==> src/rtl/des_pkg.sv <==
// Shared DES constants for the descrypt round slices: S-box contents, the P permutation,
// and datapath widths. Tables are stored flat, S1 (and P position 1) leftmost.
package des_pkg;

  localparam int unsigned E_W    = 48;
  localparam int unsigned HALF_W = 32;
  localparam int unsigned SALT_W = 12;
  localparam int unsigned SBOX_N = 8;

  // Each 256-bit chunk is one S-box, rows 0..3 left to right, 16 nibbles per row.
  localparam logic [SBOX_N*256-1:0] S_TABLE = {
    256'hE4D12FB83A6C5907_0F74E2D1A6CB9538_41E8D62BFC973A50_FC8249175B3EA06D,
    256'hF18E6B34972DC05A_3D47F28EC01A69B5_0E7BA4D158C6932F_D8A13F42B67C05E9,
    256'hA09E63F51DC7B428_D70934A6285ECBF1_D6498F30B12C5AE7_1AD069874FE3B52C,
    256'h7DE3069A1285BC4F_D8B56F03472C1AE9_A690CB7DF13E5284_3F06A1D8945BC72E,
    256'h2C417AB6853FD0E9_EB2C47D150FA3986_421BAD78F9C5630E_B8C71E2D6F09A453,
    256'hC1AF92680D34E75B_AF427C9561DE0B38_9EF528C3704A1DB6_432C95FABE17608D,
    256'h4B2EF08D3C975A61_D0B7491AE35C2F86_14BDC37EAF680592_6BD814A7950FE23C,
    256'hD2846FB1A93E50C7_1FD8A374C56B0E92_7B419CE206ADF358_21E74A8DFC90356B
  };

  // 1-based source bit of the S-box output for each P output position.
  localparam logic [HALF_W*6-1:0] P_TABLE = {
    6'd16, 6'd7,  6'd20, 6'd21, 6'd29, 6'd12, 6'd28, 6'd17,
    6'd1,  6'd15, 6'd23, 6'd26, 6'd5,  6'd18, 6'd31, 6'd10,
    6'd2,  6'd8,  6'd24, 6'd14, 6'd32, 6'd27, 6'd3,  6'd9,
    6'd19, 6'd13, 6'd30, 6'd6,  6'd22, 6'd11, 6'd4,  6'd25
  };

  // sel is 1..8, idx is row*16+col.
  function automatic logic [3:0] sbox_lookup(input int unsigned sel, input logic [5:0] idx);
    int unsigned base;
    base = (SBOX_N * 256 - 1) - ((sel - 1) * 256 + 4 * 32'(idx));
    return S_TABLE[base -: 4];
  endfunction

  // j is the 0-based P output position; result is the 1-based DES source bit.
  function automatic int unsigned p_src(input int unsigned j);
    return 32'(P_TABLE[HALF_W * 6 - 1 - 6 * j -: 6]);
  endfunction

endpackage

==> src/rtl/des_keymix_sbox_stage_if.sv <==
// Beat-level handshake bundle for one keymix/S-box round stage, plus the salt load port.
// Vectors use DES numbering mapped MSB-first: DES bit 0 is the vector MSB.
interface des_keymix_sbox_stage_if
  import des_pkg::*;
#(
  parameter int unsigned TAG_W = 8
) ();

  logic              salt_ld;
  logic [SALT_W-1:0] salt_in;

  logic              in_valid;
  logic              in_ready;
  logic [E_W-1:0]    e_in;
  logic [E_W-1:0]    k_in;
  logic [HALF_W-1:0] l_in;
  logic [HALF_W-1:0] r_in;
  logic [TAG_W-1:0]  tag_in;

  logic              out_valid;
  logic              out_ready;
  logic [HALF_W-1:0] l_out;
  logic [HALF_W-1:0] r_out;
  logic [TAG_W-1:0]  tag_out;

  modport master (
    output salt_ld, salt_in, in_valid, e_in, k_in, l_in, r_in, tag_in, out_ready,
    input  in_ready, out_valid, l_out, r_out, tag_out
  );

  modport slave (
    input  salt_ld, salt_in, in_valid, e_in, k_in, l_in, r_in, tag_in, out_ready,
    output in_ready, out_valid, l_out, r_out, tag_out
  );

endinterface

==> src/rtl/des_sbox.sv <==
// Single DES S-box: 6-bit group b0..b5 (b0 = MSB) in, 4-bit value out.
// Row is {b0,b5}, column is b1..b4.
module des_sbox
  import des_pkg::*;
#(
  parameter int unsigned SEL = 1
) (
  input  logic [5:0] addr_i,
  output logic [3:0] data_o
);

  logic [5:0] idx;

  always_comb begin
    idx    = {addr_i[5], addr_i[0], addr_i[4:1]};
    data_o = sbox_lookup(SEL, idx);
  end

endmodule

==> src/rtl/des_keymix_sbox_stage.sv <==
// Back half of a descrypt round: salt swap, subkey XOR, S1..S8, P and the L XOR, split across
// two register stages with a valid/ready handshake that never inserts a bubble.
module des_keymix_sbox_stage
  import des_pkg::*;
#(
  parameter int unsigned TAG_W = 8
) (
  input logic                    clk,
  input logic                    rst_n,
  des_keymix_sbox_stage_if.slave bus
);

  logic [SALT_W-1:0] salt_q, salt_d;

  logic              s1_v_q, s1_v_d;
  logic [E_W-1:0]    s1_x_q, s1_x_d;
  logic [HALF_W-1:0] s1_l_q, s1_l_d;
  logic [HALF_W-1:0] s1_r_q, s1_r_d;
  logic [TAG_W-1:0]  s1_tag_q, s1_tag_d;

  logic              s2_v_q, s2_v_d;
  logic [HALF_W-1:0] s2_l_q, s2_l_d;
  logic [HALF_W-1:0] s2_r_q, s2_r_d;
  logic [TAG_W-1:0]  s2_tag_q, s2_tag_d;

  logic              s2_adv;
  logic              in_ready;
  logic [E_W-1:0]    e_sw;
  logic [E_W-1:0]    x_in;
  logic [HALF_W-1:0] s_out;
  logic [HALF_W-1:0] p_out;
  logic [HALF_W-1:0] f_res;

  // DES bit i sits at vector index E_W-1-i; the swap pairs DES bits i and i+24.
  always_comb begin
    e_sw = bus.e_in;
    for (int i = 0; i < SALT_W; i++) begin
      if (salt_q[SALT_W-1-i]) begin
        e_sw[E_W-1-i]   = bus.e_in[E_W/2-1-i];
        e_sw[E_W/2-1-i] = bus.e_in[E_W-1-i];
      end
    end
    x_in = e_sw ^ bus.k_in;
  end

  for (genvar g = 0; g < SBOX_N; g++) begin : gen_sbox
    des_sbox #(
      .SEL(g + 1)
    ) u_sbox (
      .addr_i(s1_x_q[E_W-1-6*g -: 6]),
      .data_o(s_out[HALF_W-1-4*g -: 4])
    );
  end

  always_comb begin
    p_out = '0;
    for (int j = 0; j < HALF_W; j++) begin
      p_out[HALF_W-1-j] = s_out[HALF_W-p_src(j)];
    end
    f_res = s1_l_q ^ p_out;
  end

  // S1 may refill in the same cycle S2 drains, so a full pipe still streams at full rate.
  always_comb begin
    s2_adv   = !s2_v_q || bus.out_ready;
    in_ready = !s1_v_q || s2_adv;

    salt_d   = bus.salt_ld ? bus.salt_in : salt_q;

    s1_v_d   = s1_v_q;
    s1_x_d   = s1_x_q;
    s1_l_d   = s1_l_q;
    s1_r_d   = s1_r_q;
    s1_tag_d = s1_tag_q;
    if (in_ready) begin
      s1_v_d = bus.in_valid;
      if (bus.in_valid) begin
        s1_x_d   = x_in;
        s1_l_d   = bus.l_in;
        s1_r_d   = bus.r_in;
        s1_tag_d = bus.tag_in;
      end
    end

    s2_v_d   = s2_v_q;
    s2_l_d   = s2_l_q;
    s2_r_d   = s2_r_q;
    s2_tag_d = s2_tag_q;
    if (s2_adv) begin
      s2_v_d = s1_v_q;
      if (s1_v_q) begin
        s2_l_d   = s1_r_q;
        s2_r_d   = f_res;
        s2_tag_d = s1_tag_q;
      end
    end
  end

  always_ff @(posedge clk or negedge rst_n) begin
    if (!rst_n) begin
      salt_q   <= '0;
      s1_v_q   <= 1'b0;
      s1_x_q   <= '0;
      s1_l_q   <= '0;
      s1_r_q   <= '0;
      s1_tag_q <= '0;
      s2_v_q   <= 1'b0;
      s2_l_q   <= '0;
      s2_r_q   <= '0;
      s2_tag_q <= '0;
    end else begin
      salt_q   <= salt_d;
      s1_v_q   <= s1_v_d;
      s1_x_q   <= s1_x_d;
      s1_l_q   <= s1_l_d;
      s1_r_q   <= s1_r_d;
      s1_tag_q <= s1_tag_d;
      s2_v_q   <= s2_v_d;
      s2_l_q   <= s2_l_d;
      s2_r_q   <= s2_r_d;
      s2_tag_q <= s2_tag_d;
    end
  end

  assign bus.in_ready  = in_ready;
  assign bus.out_valid = s2_v_q;
  assign bus.l_out     = s2_l_q;
  assign bus.r_out     = s2_r_q;
  assign bus.tag_out   = s2_tag_q;

endmodule

==> src/flat_wrapper.sv <==
// flat-port wrapper written by rule: the top's interface ports become plain ports
module des_keymix_sbox_stage_flat import des_pkg::*;
#(
  parameter int unsigned TAG_W = 8
)
  (clk, rst_n, bus_salt_ld, bus_salt_in, bus_in_valid, bus_e_in, bus_k_in, bus_l_in, bus_r_in, bus_tag_in, bus_out_ready, bus_in_ready, bus_out_valid, bus_l_out, bus_r_out, bus_tag_out);
  des_keymix_sbox_stage_if #(.TAG_W(TAG_W)) bus_i ();
  input logic clk;
  input logic rst_n;
  input wire logic [$bits(bus_i.salt_ld)-1:0] bus_salt_ld;
  input wire logic [$bits(bus_i.salt_in)-1:0] bus_salt_in;
  input wire logic [$bits(bus_i.in_valid)-1:0] bus_in_valid;
  input wire logic [$bits(bus_i.e_in)-1:0] bus_e_in;
  input wire logic [$bits(bus_i.k_in)-1:0] bus_k_in;
  input wire logic [$bits(bus_i.l_in)-1:0] bus_l_in;
  input wire logic [$bits(bus_i.r_in)-1:0] bus_r_in;
  input wire logic [$bits(bus_i.tag_in)-1:0] bus_tag_in;
  input wire logic [$bits(bus_i.out_ready)-1:0] bus_out_ready;
  output wire logic [$bits(bus_i.in_ready)-1:0] bus_in_ready;
  output wire logic [$bits(bus_i.out_valid)-1:0] bus_out_valid;
  output wire logic [$bits(bus_i.l_out)-1:0] bus_l_out;
  output wire logic [$bits(bus_i.r_out)-1:0] bus_r_out;
  output wire logic [$bits(bus_i.tag_out)-1:0] bus_tag_out;
  assign bus_i.salt_ld = bus_salt_ld;
  assign bus_i.salt_in = bus_salt_in;
  assign bus_i.in_valid = bus_in_valid;
  assign bus_i.e_in = bus_e_in;
  assign bus_i.k_in = bus_k_in;
  assign bus_i.l_in = bus_l_in;
  assign bus_i.r_in = bus_r_in;
  assign bus_i.tag_in = bus_tag_in;
  assign bus_i.out_ready = bus_out_ready;
  assign bus_in_ready = bus_i.in_ready;
  assign bus_out_valid = bus_i.out_valid;
  assign bus_l_out = bus_i.l_out;
  assign bus_r_out = bus_i.r_out;
  assign bus_tag_out = bus_i.tag_out;
  des_keymix_sbox_stage #(.TAG_W(TAG_W)) u_core (.clk(clk), .rst_n(rst_n), .bus(bus_i));
endmodule
==> config.mk <==
export PLATFORM = sky130hd
export DESIGN_NAME = des_keymix_sbox_stage_flat
export DESIGN_NICKNAME = d
export VERILOG_FILES = /design/src/rtl/des_pkg.sv /design/src/rtl/des_keymix_sbox_stage_if.sv /design/src/rtl/des_sbox.sv /design/src/rtl/des_keymix_sbox_stage.sv /design/src/flat_wrapper.sv
export SDC_FILE = /design/constraint.sdc
export NUM_CORES = 1
export LEC_CHECK = 0
export CELL_PAD_IN_SITES_DETAIL_PLACEMENT = 1
export CELL_PAD_IN_SITES_GLOBAL_PLACEMENT = 1
export CORE_ASPECT_RATIO = 1.4
export CORE_UTILIZATION = 41
export DETAILED_ROUTE_END_ITERATION = 10
export HOLD_SLACK_MARGIN = 0.08
export MAX_ROUTING_LAYER = met4
export PLACE_DENSITY = 0.86
export SYNTH_ARGS = -nofsm -noshare
export SYNTH_HDL_FRONTEND = slang
export SYNTH_SLANG_ARGS = --single-unit
==> constraint.sdc <==
create_clock -name clk -period 2.8 [get_ports clk]
set_input_delay 0.7 -clock clk [delete_from_list [all_inputs] [get_ports clk]]
set_output_delay 0.7 -clock clk [all_outputs]
set_load 0.02 [all_outputs]
# Word level (Yosys, flattened, before mapping)
# Index checks and enable logic that the tools add are counted.
# totals
wordCells,65
input_bits,185
reg_bits,206
# classes
n_shift,8
n_reduce_logical,6
n_mux,24
n_addsub,15
bitwise_logic,2
# op_table
op,n
"2051-bit by 33-bit indexed part select with 4-bit output, first input constant",8
"11-bit by 12-bit subtractor with 13-bit output, first input constant",4
"11-bit by 8-bit adder with 12-bit output, first input constant",4
48-bit XOR,1
32-bit XOR,1
1-bit 2-to-1 mux,24
"11-bit by 11-bit subtractor with 12-bit output, first input constant",2
"10-bit by 8-bit adder with 11-bit output, first input constant",2
"11-bit by 10-bit subtractor with 12-bit output, first input constant",1
"11-bit by 8-bit subtractor with 12-bit output, first input constant",1
"9-bit by 8-bit adder with 10-bit output, first input constant",1
2-bit AND reduction,2
1-bit logical NOT,2
1-bit logical OR,2

# Depth between registers and ports, before layout
# depth
ltp_word,4
mapped_depth,10
ltp_nobuf,8

# By module
# A second synthesis with hierarchy kept.
# hier_totals
hier_cells,1240
area_unflattened_um2,14312.5
# by_module_without_submodules
mod,area_each_um2,cells_per_inst,n_inst,seq_area_each_um2
des_keymix_sbox_stage,9112.5,541,1,5154.9
des_sbox at u_core.gen_sbox[0].u_sbox,726.9,89,1,0.0
des_sbox at u_core.gen_sbox[5].u_sbox,696.9,101,1,0.0
des_sbox at u_core.gen_sbox[7].u_sbox,666.9,90,1,0.0
des_sbox at u_core.gen_sbox[4].u_sbox,650.6,85,1,0.0
des_sbox at u_core.gen_sbox[2].u_sbox,644.4,85,1,0.0
des_sbox at u_core.gen_sbox[1].u_sbox,625.6,85,1,0.0
des_sbox at u_core.gen_sbox[6].u_sbox,616.8,87,1,0.0
des_sbox at u_core.gen_sbox[3].u_sbox,571.8,77,1,0.0

# Worst setup path after synthesis
# Ideal clock, no wire load.
# synth_timing
path_type,reg-to-reg
startpoint,register u_core.s1_x_q[14]
endpoint,register u_core.s2_r_q[3] (netlist: u_core.bus.r_out[3])
setup_slack_ns,0.385
required_time_ns,2.668
arrival_time_ns,2.283
synth_period_minus_slack_ns,2.415
stages_incl_launch_ff,9
path_buffers,1
cell_sequence,dfrtp_1 buf_1 inv_1 ha_1 nand2b_1 a31o_2 mux4_2 xor2_1 o21ai_1
# synth_between
elab_chain_cells,4
# synth_lines
item,line_no,source
from (decl),des_keymix_sbox_stage.sv:16,"logic [E_W-1:0] s1_x_q, s1_x_d;"
from (signal assigned),des_keymix_sbox_stage.sv:103,s1_x_q <= '0;
from (signal assigned),des_keymix_sbox_stage.sv:114,s1_x_q <= s1_x_d;
11-bit by 8-bit adder with 12-bit output,des_pkg.sv:33,base = (SBOX_N * 256 - 1) - ((sel - 1) * 256 + 4 * 32'(idx));
11-bit by 12-bit subtractor with 13-bit output,des_pkg.sv:33,
2051-bit by 33-bit indexed part select with 4-bit output,des_pkg.sv:34,return S_TABLE[base -: 4];
32-bit XOR,des_keymix_sbox_stage.sv:60,f_res = s1_l_q ^ p_out;
to (signal assigned),des_keymix_sbox_stage.sv:120,s2_r_q <= s2_r_d;
to (decl),des_keymix_sbox_stage.sv:23,"logic [HALF_W-1:0] s2_r_q, s2_r_d;"
# Every way passes these cells.
# A chain may end at the register's enable or synchronous reset.

# Worst setup path after layout
# layout_timing
startpoint,input port bus_out_ready
endpoint,output port bus_in_ready
# layout_between
elab_chain_cells,2
# layout_lines
item,line_no,source
from (decl),flat_wrapper.sv:18,input wire logic [$bits(bus_i.out_ready)-1:0] bus_out_ready;
1-bit logical OR,des_keymix_sbox_stage.sv:65,s2_adv = !s2_v_q || bus.out_ready;
1-bit logical OR,des_keymix_sbox_stage.sv:66,in_ready = !s1_v_q || s2_adv;
to (decl),flat_wrapper.sv:19,output wire logic [$bits(bus_i.in_ready)-1:0] bus_in_ready;
# Every way passes these cells.

==> impl_results.md <==
* Status: complete, no violations
* Storage element area at 5155 sq um
* Starting Density at 0.4194
* WL final at 38950 um
* Cts bufs inserted at 22
* DR iter-0 viols at 412
* Share of the synthesized area in the top cell type at 0.3878
* Final period util at 0.9412
* Largest buffer count on any clock path at 3
* EDFF count, synth at 0
* Post-layout instance area at 17130 sq um
* Core Area at 31700 sq um
* Vias per inst at 5.564
* PortBufs at 258
* CP Capture Type: primary output
* Slew margin rel. at 0.4038
* Pre-CTS setup slack at 0.1760 ns
* Die X at 154.2 um
* DRC errors left at 0
* Root Driver: clkbuf_16
* Worst-path fanout max at 2
* Minimum clock period at 2.635 ns
* Post-Route Skew at 0.02492 ns
* Final core occ at 0.5404
* Cells after synthesis at 1300
* Most common cell after layout, fill and taps aside: clkdlybuf4s50_1
* Crit path kind: in -> out
* Primary FF master, synth: dfrtp_1
* Critical path's largest stage delay at 0.62 ns
* Chip height at 215.1 um
* Crit start category: input pin
* Clock-pin slew on the worst setup and hold paths at 0.07 ns
* Synth area leaders: dfrtp_1, mux2_2, ha_1
* Share of cells above drive strength 1 at 0.1608
* Post-synthesis sequential area ratio at 0.3878
* Final Slew Violations at 0
* Clk Latency, worst-skew pair at 0.54 ns
* Clk pwr share at 0.251
* Leakage power at 0.007172 uW
* DRT antenna net count at 0
* FFs w/ async S/R, synth at 1.000
* Postcts setup bufs at 0
* GRT Util Overall at 0.2440
* Cell taking the most area after synthesis: dfrtp_1
* CTS tree: built
* Nets at 1775
* Remaining Overflow, GRT at 0
* CP arrival at 1.94 ns
* Pwr Density at 771.2 nW/um^2
* Min-Delay Path Class: in -> async
* Seq pwr share at 0.334
* Drt wl/cell at 20.09 um
* Fillers at 3424
* Worst slew pin tran at 0.8943 ns
* Worst setup margin at 0.1647 ns
* Largest net degree at the start of global routing at 63
* CP required at 2.10 ns
* Synth-to-layout area growth at 28.87%
* Max-cap violations at 0
* H-tree lvl count at 1
* First-pass GRT wire length at 62860 um
* Cts hold-fix bufs at 0
* Drt pass-1 iters at 4
* GP Congestion at 0.8626
* I/O pin count at 259
* Setup TNS at 0 ns
* Resized Gates After CTS at 0
* Flop2flop setup slack at 0.26 ns
* Sw Share at 0.3623
* Crit-path cells: clkdlybuf4s50_1 -> nand3b_1 -> clkdlybuf4s50_1
* Synthesized area at 13290 sq um
* FP Rows at 77
* Max rail drop VDD at 0.0005935 V
* # clock sinks at 206
* Vias in the first global route at 11650
* Final Setup Violations at 0
* Yosys warning count at 0
* Detailed-route via count at 10790
* Syn Nets at 1547
* Antenna violations before repair at 2
* Cell mode on critical path: clkdlybuf4s50_1
* Multi-input gate area at 7526 sq um
* Synth cell types at 78
* Non-Filler Instances at 1939
* Number of synthesized register bits at 206
* Syn avg cell area at 10.23 sq um
* Most frequent cells in the layout: clkdlybuf4s50_1, dfrtp_1, mux2_2
* RSZ-0062 raised after global routing: no
* Placed cell areas at 16310 sq um
* CP max stage cell: clkdlybuf4s50_1
* Max Clk Rate at 379.5 MHz
* Hold Vio Cnt, Final at 0
* Placed Cells at 1899
* Final HPWL DP at 28260 um
* Psw at 4786 uW
* Die Footprint at 33160 sq um
* Combinational power share at 0.415
* Internal at 8425 uW
==> worst max-delay path, delay by kind of cell <==
kind | cells | cell delay [ns]
AND/OR/NAND/NOR | 1 | 0.15
buffers and inverters | 2 | 1.08
==> state kept, by name, indices dropped and copies added, names as in the netlist <==
signal                cells
u_core.bus.l_out         32
u_core.bus.out_valid      1
u_core.bus.r_out         32
u_core.bus.tag_out        8
u_core.s1_l_q            32
u_core.s1_r_q            32
u_core.s1_tag_q           8
u_core.s1_v_q             1
u_core.s1_x_q            48
u_core.salt_q            12
==> per-stage QoR <==
stage               hold slack, ns  power (uW)
floorplan                   0.4044        7775
global placement            0.4623        9607
detailed placement          0.4705        9905
CTS                        0.08873       13330
global route                0.1077       13960
finish                     0.08655       13210
==> cells by family after synthesis <==
group | synth area share
XOR/XNOR | 0.06259
AND/OR/NAND/NOR | 0.1026
flip-flops | 0.3878
adder cells (fa/ha/maj) | 0.05986
buffers and inverters | 0.04716
AO/OA/AOI/OAI | 0.1447
multiplexers | 0.1953
==> worst paths after layout <==
path                                             startpoint                          endpoint  cells after the start
max                                           bus_out_ready                      bus_in_ready                      3
min                                                   rst_n   u_core.bus.r_out[6]$_DFFE_PN0P_                      1
max reg2reg                    u_core.s1_x_q[7]$_DFFE_PN0P_   u_core.bus.r_out[0]$_DFFE_PN0P_                      8
min reg2reg                u_core.bus.r_out[19]$_DFFE_PN0P_  u_core.bus.r_out[19]$_DFFE_PN0P_                      2
max in group asynchronous                             rst_n     u_core.s1_x_q[20]$_DFFE_PN0P_                      2
min in group clk           u_core.bus.r_out[19]$_DFFE_PN0P_  u_core.bus.r_out[19]$_DFFE_PN0P_                      2
==> layer usage <==
metal,global-route usage,vias up,part of all wire
met3,0.03307,79,0.039
met2,0.4392,229,0.53
met1,0.2701,5406,0.39
met4,0.09633,0,0.037
li1,-,5074,-
met5,-,-,0
==> power groups by stage <==
stage,sequential [uW],clock [uW],combinational [uW]
finish,4410,3320,5480
global route,4520,3490,5950
CTS,4410,3390,5530
detailed placement,4440,0,5470
global placement,4370,0,5240
floorplan,4550,0,3230
==> area by class of cell <==
type / count / area share
diodes: 2 / 0.0002922
clock buffers: 25 / 0.03396
clock inverters: 13 / 0.01359
inverters: 38 / 0.008327
multi-input cells: 958 / 0.4393
flip-flops and latches: 206 / 0.3009
well taps: 395 / 0.02885
repair buffers: 302 / 0.1747
==> synth_stat cells (all sizes together) (37+ instances only) <==
cell type	count
a21oi	54
ha	62
xnor2	37
xor2	58
mux2i	58
buf	66
inv	37
o21ai	112
nand2	112
mux2	134
nor2	54
dfrtp	206
Note: power is estimated with default switching activity, not from simulation.
